===== config.mk =====
export PLATFORM = sky130hd
export DESIGN_NAME = result_uart_tx
export DESIGN_NICKNAME = d
export VERILOG_FILES = /design/src/rtl/result_uart_pkg.sv /design/src/rtl/uart_tx_byte.sv /design/src/rtl/result_uart_tx.sv
export SDC_FILE = /design/constraint.sdc
export NUM_CORES = 1
export LEC_CHECK = 0
export BUFFER_PORTS_ARGS = -buffer_cell sky130_fd_sc_hd__clkbuf_2
export CAP_MARGIN = 5
export CORE_ASPECT_RATIO = 1.2
export CORE_MARGIN = 1.5
export CORE_UTILIZATION = 58
export DETAILED_ROUTE_END_ITERATION = 6
export GPL_TIMING_DRIVEN = 0
export PLACE_DENSITY = 0.79
export SLEW_MARGIN = 25
export SYNTH_ARGS = -nofsm -noshare
export SYNTH_HDL_FRONTEND = slang
export SYNTH_SLANG_ARGS = --single-unit

===== constraint.sdc =====
create_clock -name clk -period 2.1 [get_ports clk]
set_clock_uncertainty 0.1 [all_clocks]
set_input_delay 0.21 -clock clk [delete_from_list [all_inputs] [get_ports clk]]
set_output_delay 0.21 -clock clk [all_outputs]
set_load 0.01 [all_outputs]

===== src/rtl/result_uart_pkg.sv =====
// Shared types and helpers for the result UART dump path.
// Covers the address sequencer states, the byte serialiser states and the baud divider.
package result_uart_pkg;

    typedef enum logic [2:0] {
        ST_IDLE,
        ST_FETCH,
        ST_WAIT,
        ST_LATCH,
        ST_SEND,
        ST_NEXT
    } seq_state_t;

    typedef enum logic [1:0] {
        TX_IDLE,
        TX_START,
        TX_DATA,
        TX_STOP
    } tx_state_t;

    // Clocks per serial bit; a divider below 2 cannot form a usable bit period.
    function automatic int calc_bit_ticks(input int clk_freq, input int baud);
        int ticks;
        ticks = clk_freq / baud;
        return (ticks < 2) ? 2 : ticks;
    endfunction

endpackage


===== src/rtl/uart_tx_byte.sv =====
// Serialises one byte as an 8N1 frame, LSB first.
// The frame_end pulse marks the last clock of the stop bit.
//
// state    | meaning
// TX_IDLE  | line high, in_ready=1, waiting for in_valid
// TX_START | start bit (low) for BIT_TICKS clocks
// TX_DATA  | data bit r_shift[0] for BIT_TICKS clocks, DATA_BITS times
// TX_STOP  | stop bit (high) for BIT_TICKS clocks
module uart_tx_byte
    import result_uart_pkg::*;
#(
    parameter int BIT_TICKS = 2,
    parameter int DATA_BITS = 8
) (
    input  logic                 clk,
    input  logic                 rst,
    input  logic                 in_valid,
    input  logic [DATA_BITS-1:0] in_data,
    output logic                 in_ready,
    output logic                 tx,
    output logic                 frame_end
);

    localparam int CNT_W = $clog2(BIT_TICKS);
    localparam int IDX_W = $clog2(DATA_BITS);
    localparam logic [CNT_W-1:0] CNT_LAST = CNT_W'(BIT_TICKS - 1);
    localparam logic [IDX_W-1:0] IDX_LAST = IDX_W'(DATA_BITS - 1);

    tx_state_t            r_state, w_state_nxt;
    logic [CNT_W-1:0]     r_cnt, w_cnt_nxt;
    logic [IDX_W-1:0]     r_idx, w_idx_nxt;
    logic [DATA_BITS-1:0] r_shift, w_shift_nxt;
    logic                 r_tx, w_tx_nxt;
    logic                 w_frame_end;

    always_ff @(posedge clk or negedge rst) begin
        if (!rst) begin
            r_state <= TX_IDLE;
            r_cnt   <= '0;
            r_idx   <= '0;
            r_shift <= '0;
            r_tx    <= 1'b1;
        end else begin
            r_state <= w_state_nxt;
            r_cnt   <= w_cnt_nxt;
            r_idx   <= w_idx_nxt;
            r_shift <= w_shift_nxt;
            r_tx    <= w_tx_nxt;
        end
    end

    // tx is registered, so each branch computes the level for the bit that starts on this edge.
    always_comb begin
        w_state_nxt = r_state;
        w_cnt_nxt   = r_cnt;
        w_idx_nxt   = r_idx;
        w_shift_nxt = r_shift;
        w_tx_nxt    = r_tx;
        w_frame_end = 1'b0;
        case (r_state)
            TX_IDLE: begin
                w_tx_nxt = 1'b1;
                if (in_valid) begin
                    w_shift_nxt = in_data;
                    w_cnt_nxt   = '0;
                    w_idx_nxt   = '0;
                    w_tx_nxt    = 1'b0;
                    w_state_nxt = TX_START;
                end
            end
            TX_START: begin
                if (r_cnt == CNT_LAST) begin
                    w_cnt_nxt   = '0;
                    w_idx_nxt   = '0;
                    w_tx_nxt    = r_shift[0];
                    w_state_nxt = TX_DATA;
                end else begin
                    w_cnt_nxt = r_cnt + 1'b1;
                end
            end
            TX_DATA: begin
                if (r_cnt == CNT_LAST) begin
                    w_cnt_nxt   = '0;
                    w_shift_nxt = {1'b0, r_shift[DATA_BITS-1:1]};
                    if (r_idx == IDX_LAST) begin
                        w_tx_nxt    = 1'b1;
                        w_state_nxt = TX_STOP;
                    end else begin
                        w_idx_nxt = r_idx + 1'b1;
                        w_tx_nxt  = r_shift[1];
                    end
                end else begin
                    w_cnt_nxt = r_cnt + 1'b1;
                end
            end
            TX_STOP: begin
                w_tx_nxt = 1'b1;
                if (r_cnt == CNT_LAST) begin
                    w_cnt_nxt   = '0;
                    w_frame_end = 1'b1;
                    w_state_nxt = TX_IDLE;
                end else begin
                    w_cnt_nxt = r_cnt + 1'b1;
                end
            end
            default: begin
                w_state_nxt = TX_IDLE;
                w_tx_nxt    = 1'b1;
            end
        endcase
    end

    assign in_ready  = (r_state == TX_IDLE);
    assign tx        = r_tx;
    assign frame_end = w_frame_end;

endmodule


===== src/rtl/result_uart_tx.sv =====
// Walks result RAM addresses 0..NUM_SAMPLES-1 and streams each byte over UART 8N1.
// Owns the RAM read port while busy; serialisation is delegated to uart_tx_byte.
//
// state    | meaning
// ST_IDLE  | waiting for start; done holds the last completion
// ST_FETCH | ram_rdaddr stable, RAM read in progress
// ST_WAIT  | covers the one-clock RAM read latency
// ST_LATCH | ram_q valid, handed to the serialiser
// ST_SEND  | frame in flight on tx
// ST_NEXT  | finish the dump or advance the address
module result_uart_tx
    import result_uart_pkg::*;
#(
    parameter int CLK_FREQ    = 50000000,
    parameter int BAUD        = 115200,
    parameter int ADDR_BITS   = 8,
    parameter int DATA_BITS   = 8,
    parameter int NUM_SAMPLES = 255
) (
    input  logic                 clk,
    input  logic                 rst,
    input  logic                 start,
    output logic [ADDR_BITS-1:0] ram_rdaddr,
    input  logic [DATA_BITS-1:0] ram_q,
    output logic                 tx,
    output logic                 busy,
    output logic                 done
);

    localparam int BIT_TICKS = calc_bit_ticks(CLK_FREQ, BAUD);
    localparam logic [ADDR_BITS-1:0] LAST_ADDR = ADDR_BITS'(NUM_SAMPLES - 1);

    seq_state_t           r_state, w_state_nxt;
    logic [ADDR_BITS-1:0] r_addr, w_addr_nxt;
    logic                 r_busy, w_busy_nxt;
    logic                 r_done, w_done_nxt;
    logic                 w_byte_valid;
    logic                 w_byte_ready;
    logic                 w_frame_end;

    always_ff @(posedge clk or negedge rst) begin
        if (!rst) begin
            r_state <= ST_IDLE;
            r_addr  <= '0;
            r_busy  <= 1'b0;
            r_done  <= 1'b0;
        end else begin
            r_state <= w_state_nxt;
            r_addr  <= w_addr_nxt;
            r_busy  <= w_busy_nxt;
            r_done  <= w_done_nxt;
        end
    end

    always_comb begin
        w_state_nxt  = r_state;
        w_addr_nxt   = r_addr;
        w_busy_nxt   = r_busy;
        w_done_nxt   = r_done;
        w_byte_valid = 1'b0;
        case (r_state)
            ST_IDLE: begin
                if (start) begin
                    w_addr_nxt  = '0;
                    w_busy_nxt  = 1'b1;
                    w_done_nxt  = 1'b0;
                    w_state_nxt = ST_FETCH;
                end
            end
            ST_FETCH: w_state_nxt = ST_WAIT;
            ST_WAIT:  w_state_nxt = ST_LATCH;
            ST_LATCH: begin
                w_byte_valid = 1'b1;
                if (w_byte_ready) begin
                    w_state_nxt = ST_SEND;
                end
            end
            ST_SEND: begin
                if (w_frame_end) begin
                    w_state_nxt = ST_NEXT;
                end
            end
            ST_NEXT: begin
                // Compare before incrementing so a full 2^ADDR_BITS dump never wraps.
                if (r_addr == LAST_ADDR) begin
                    w_busy_nxt  = 1'b0;
                    w_done_nxt  = 1'b1;
                    w_state_nxt = ST_IDLE;
                end else begin
                    w_addr_nxt  = r_addr + 1'b1;
                    w_state_nxt = ST_FETCH;
                end
            end
            default: w_state_nxt = ST_IDLE;
        endcase
    end

    uart_tx_byte #(
        .BIT_TICKS (BIT_TICKS),
        .DATA_BITS (DATA_BITS)
    ) u_tx_byte (
        .clk       (clk),
        .rst       (rst),
        .in_valid  (w_byte_valid),
        .in_data   (ram_q),
        .in_ready  (w_byte_ready),
        .tx        (tx),
        .frame_end (w_frame_end)
    );

    assign ram_rdaddr = r_addr;
    assign busy       = r_busy;
    assign done       = r_done;

endmodule

==> results.py <==
metrics = {
    "status": {
        "status": "finished, final reports clean",
    },
    "cts": {
        "ctsLongestPathBuffers": 2,
        "path_clk_slew_ns": 0.08,
        "cts_tree": "built",
        "cts.sinks": 36,
        "h-tree-depth": 2,
        "cts_buffers": 5,
        "clk_latency_ns": 0.29,
        "cts_root_buffer": "clkbuf_8",
    },
    "grt": {
        "grt.total_usage_pct": 23.8,
        "antenna_found_initial": 0,
        "grt-ovfl-total": 0,
        "grt_first_pass_wirelength_um": 6880,
        "grt_pass1_vias": 1600,
        "grt_max_degree": 37,
    },
    "floorplanning": {
        "io_pins": 22,
        "die_area_mm2": 0.00382,
        "core_mm2": 0.00331,
        "row_count": 23,
        "dieHeight_um": 67.4,
        "die_x_um": 56.7,
        "initial_utilization_pct": 60.6,
    },
    "worst_setup_path": {
        "critical_path_class": "flop to flop",
        "cp_max_fo": 6,
        "required_ns": 2.18,
        "worstSetupStartpointType": "flop",
        "arrival_ns": 2.08,
        "crit_path_end_kind": "flop",
    },
    "place": {
        "port_buffers": 21,
        "dpl.hpwl_um": 2780,
        "place_congestion": 0.845,
    },
    "synthesis": {
        "synth_xor_area_share_pct": 0.873,
        "ys_seq_area_share_pct": 45.0,
        "muxShareOfSynthArea_pct": 11.0,
        "synth_fp_nets": 211,
        "yosys_warnings": 0,
        "yosys.area_share.adder_pct": 6.24,
        "synth_flop_cell": "dfrtp_1",
        "synth_top_cell_area_share_pct": 43.7,
        "synth_top_family_by_area": "compound AO/OA/AOI/OAI gates",
        "yosysTopAreaCell": "dfrtp_1",
        "ys_ff_latch": 36,
        "synth.top_cells.by_area": "dfrtp_1 (44%), mux2_2 (9.0%), ha_1 (6.2%)",
        "synth_area_mm2": 0.00201,
        "avgSynthCellArea_um2": 10.6,
        "yosys.cell_types.count": 50,
        "synth_edf_count": 0,
        "syn_inst": 190,
        "async_reset_ff_share_pct": 100,
        "synth_compound_area_share_pct": 16.9,
        "yosys.area_share.simple_pct": 16.0,
    },
    "detailed_routing": {
        "vias_per_cell": 6.17,
        "antenna_left": 0,
        "vias": 1591,
        "drt-total-wl_um": 3960,
        "first_pass_iters": 4,
        "drc": 0,
        "drtIter0Drc": 63,
        "wl_per_cell_um": 15.4,
    },
    "timing": {
        "grt_setup_unrepaired": "no",
        "slew_headroom_pct": 40.6,
        "tns_ns": 0,
        "finalCritPeriodShare_pct": 95.3,
        "finalMaxSlewViolations": 0,
        "worst_pin_slew_ns": 0.883,
        "hold_viol": 0,
        "final-setup-viol-count": 0,
        "max_freq_mhz": 500,
        "finalCriticalPeriod_ns": 2.00,
    },
    "finish": {
        "nets": 241,
        "area_growth_pct": 15.9,
        "drive_above_1_share_pct": 29.0,
        "antenna_cells": 0,
    },
    "pwr": {
        "power_density_mw_per_mm2": 588,
        "power.total_mw": 1.37,
        "ir_worst_vdd_uv": 536,
        "p_leak_nw": 1.10,
    },
    "flow_run": {
        "drv_cap": 0,
    },
    "min_path": {
        "hp-class": "input pin to flop",
    },
}
-- stage by stage --
step | util, % | area, µm² | setup WS [ns] | hold WS [ns] | instances
CTS | 69.0 | 2280 | 0.00840 | 0.0701 | 257
finish | 70.2 | 2320 | 0.0992 | 0.0793 | 258
floorplan | - | 2010 | 0.238 | -0.186 | 190
global route | 70.2 | 2320 | 0.0147 | 0.126 | 258
global placement | 65.2 | 2160 | -0.0609 | 0.253 | 248
detailed placement | 65.2 | 2160 | -0.118 | 0.268 | 248
-- cell usage in the layout (no fill, tap or decap), types with 2 or more instances in the layout --
cell / instances
ha_1: 10
and2_1: 2
clkbuf_2: 23
dfrtp_1: 35
nor2_1: 11
nand2_1: 17
inv_1: 10
nand3_1: 7
nor4b_4: 2
a21oi_2: 2
a21oi_1: 6
xnor2_1: 2
and4_1: 2
a31oi_1: 7
mux2_2: 16
o22ai_1: 2
mux2i_1: 4
and3_1: 2
buf_6: 2
clkbuf_8: 5
nor3_1: 5
o21ai_0: 12
-- cell families (layout without fill, tap and decap cells) --
logic type	count (synthesis)	in the layout
XOR/XNOR	2	2
flip-flops	36	36
adder cells (fa/ha/maj)	10	10
AO/OA/AOI/OAI	47	47
AND/OR/NAND/NOR	58	58
buffers and inverters	17	48
multiplexers	20	20
-- power by group --
group          leakage (nW)  internal, mW  switching (mW)
registers             0.422         0.704         0.00837
clock network        0.0541         0.351           0.256
logic                 0.625        0.0231          0.0240
total                  1.10          1.08           0.288
-- area by class of cell --
cell class                      instances  area (µm²)
Tap cell                               37        46.3
Multi-Input combinational cell        137        1050
Clock buffer                            5        68.8
Buffer                                  6        41.3
Inverter                               11        41.3
Clock inverter                          3        42.5
Timing Repair Buffer                   23         135
Sequential cell                        36         902
Fill cell                             243         985
-- synthesized netlist by cell type, types with 2 or more instances --
| cell | n |
|---|---|
| ha_1 | 10 |
| o21ai_0 | 12 |
| nor2_1 | 11 |
| xnor2_1 | 2 |
| buf_6 | 2 |
| mux2_2 | 16 |
| inv_1 | 11 |
| a31oi_1 | 7 |
| and3_1 | 2 |
| and2_1 | 2 |
| o22ai_1 | 2 |
| nand2_1 | 18 |
| clkbuf_1 | 3 |
| mux2i_1 | 4 |
| dfrtp_1 | 35 |
| nor3_1 | 5 |
| nor4b_2 | 2 |
| nand3_1 | 7 |
| and4_1 | 2 |
| a21oi_1 | 7 |
-- flip-flops by register name, summed over array words and instances, names as in the netlist --
register and flops:
busy 1, done 1, r_state 3, ram_rdaddr 8, u_tx_byte.r_cnt 9, u_tx_byte.r_idx 3, u_tx_byte.r_shift 8, u_tx_byte.r_state 2
u_tx_byte.tx 1
-- path summary, 6_finish.rpt --
path | from | to | slack, ns | cells after the start
setup reg to reg | u_tx_byte.r_cnt[0]$_DFFE_PN0N_ | u_tx_byte.r_idx[0]$_DFFE_PN0P_ | 0.1 | 6
setup / recovery | u_tx_byte.r_cnt[0]$_DFFE_PN0N_ | u_tx_byte.r_idx[0]$_DFFE_PN0P_ | 0.1 | 6
hold / removal | ram_q[7] | u_tx_byte.r_shift[7]$_DFFE_PN0P_ | 0.08 | 3
max in group asynchronous | rst | u_tx_byte.r_cnt[4]$_DFFE_PN0N_ | 0.87 | 2
min in group asynchronous | rst | ram_rdaddr[3]$_DFFE_PN0P_ | 0.47 | 2
hold reg to reg | u_tx_byte.r_shift[5]$_DFFE_PN0P_ | u_tx_byte.r_shift[5]$_DFFE_PN0P_ | 0.41 | 1
-- critical path: stages (launching register included) --
cell      delay [ns]
dfrtp_1         0.43
ha_1            0.22
and4_1          0.21
and2_2          0.22
buf_6           0.13
o211ai_4        0.23
mux2_2          0.36
-- per-layer routing --
| metal | routed length (µm) | GRT usage [%] |
|---|---|---|
| met5 | 0 | 0 |
| met2 | 2110 | 43.3 |
| met3 | 175 | 6.70 |
| met1 | 1600 | 25.1 |
| met4 | 76 | 11.9 |
-- what timing repair did --
action / 4_1_cts / 5_1_grt
hold endpoints to repair: 35 / 0
setup endpoints to repair: 2 / 12
hold buffers: 1 / 0
buffers inserted: 0 / 1
gates resized for setup: 2 / 6
pin swaps: 0 / 1
Note: power is estimated with default switching activity, not from simulation.
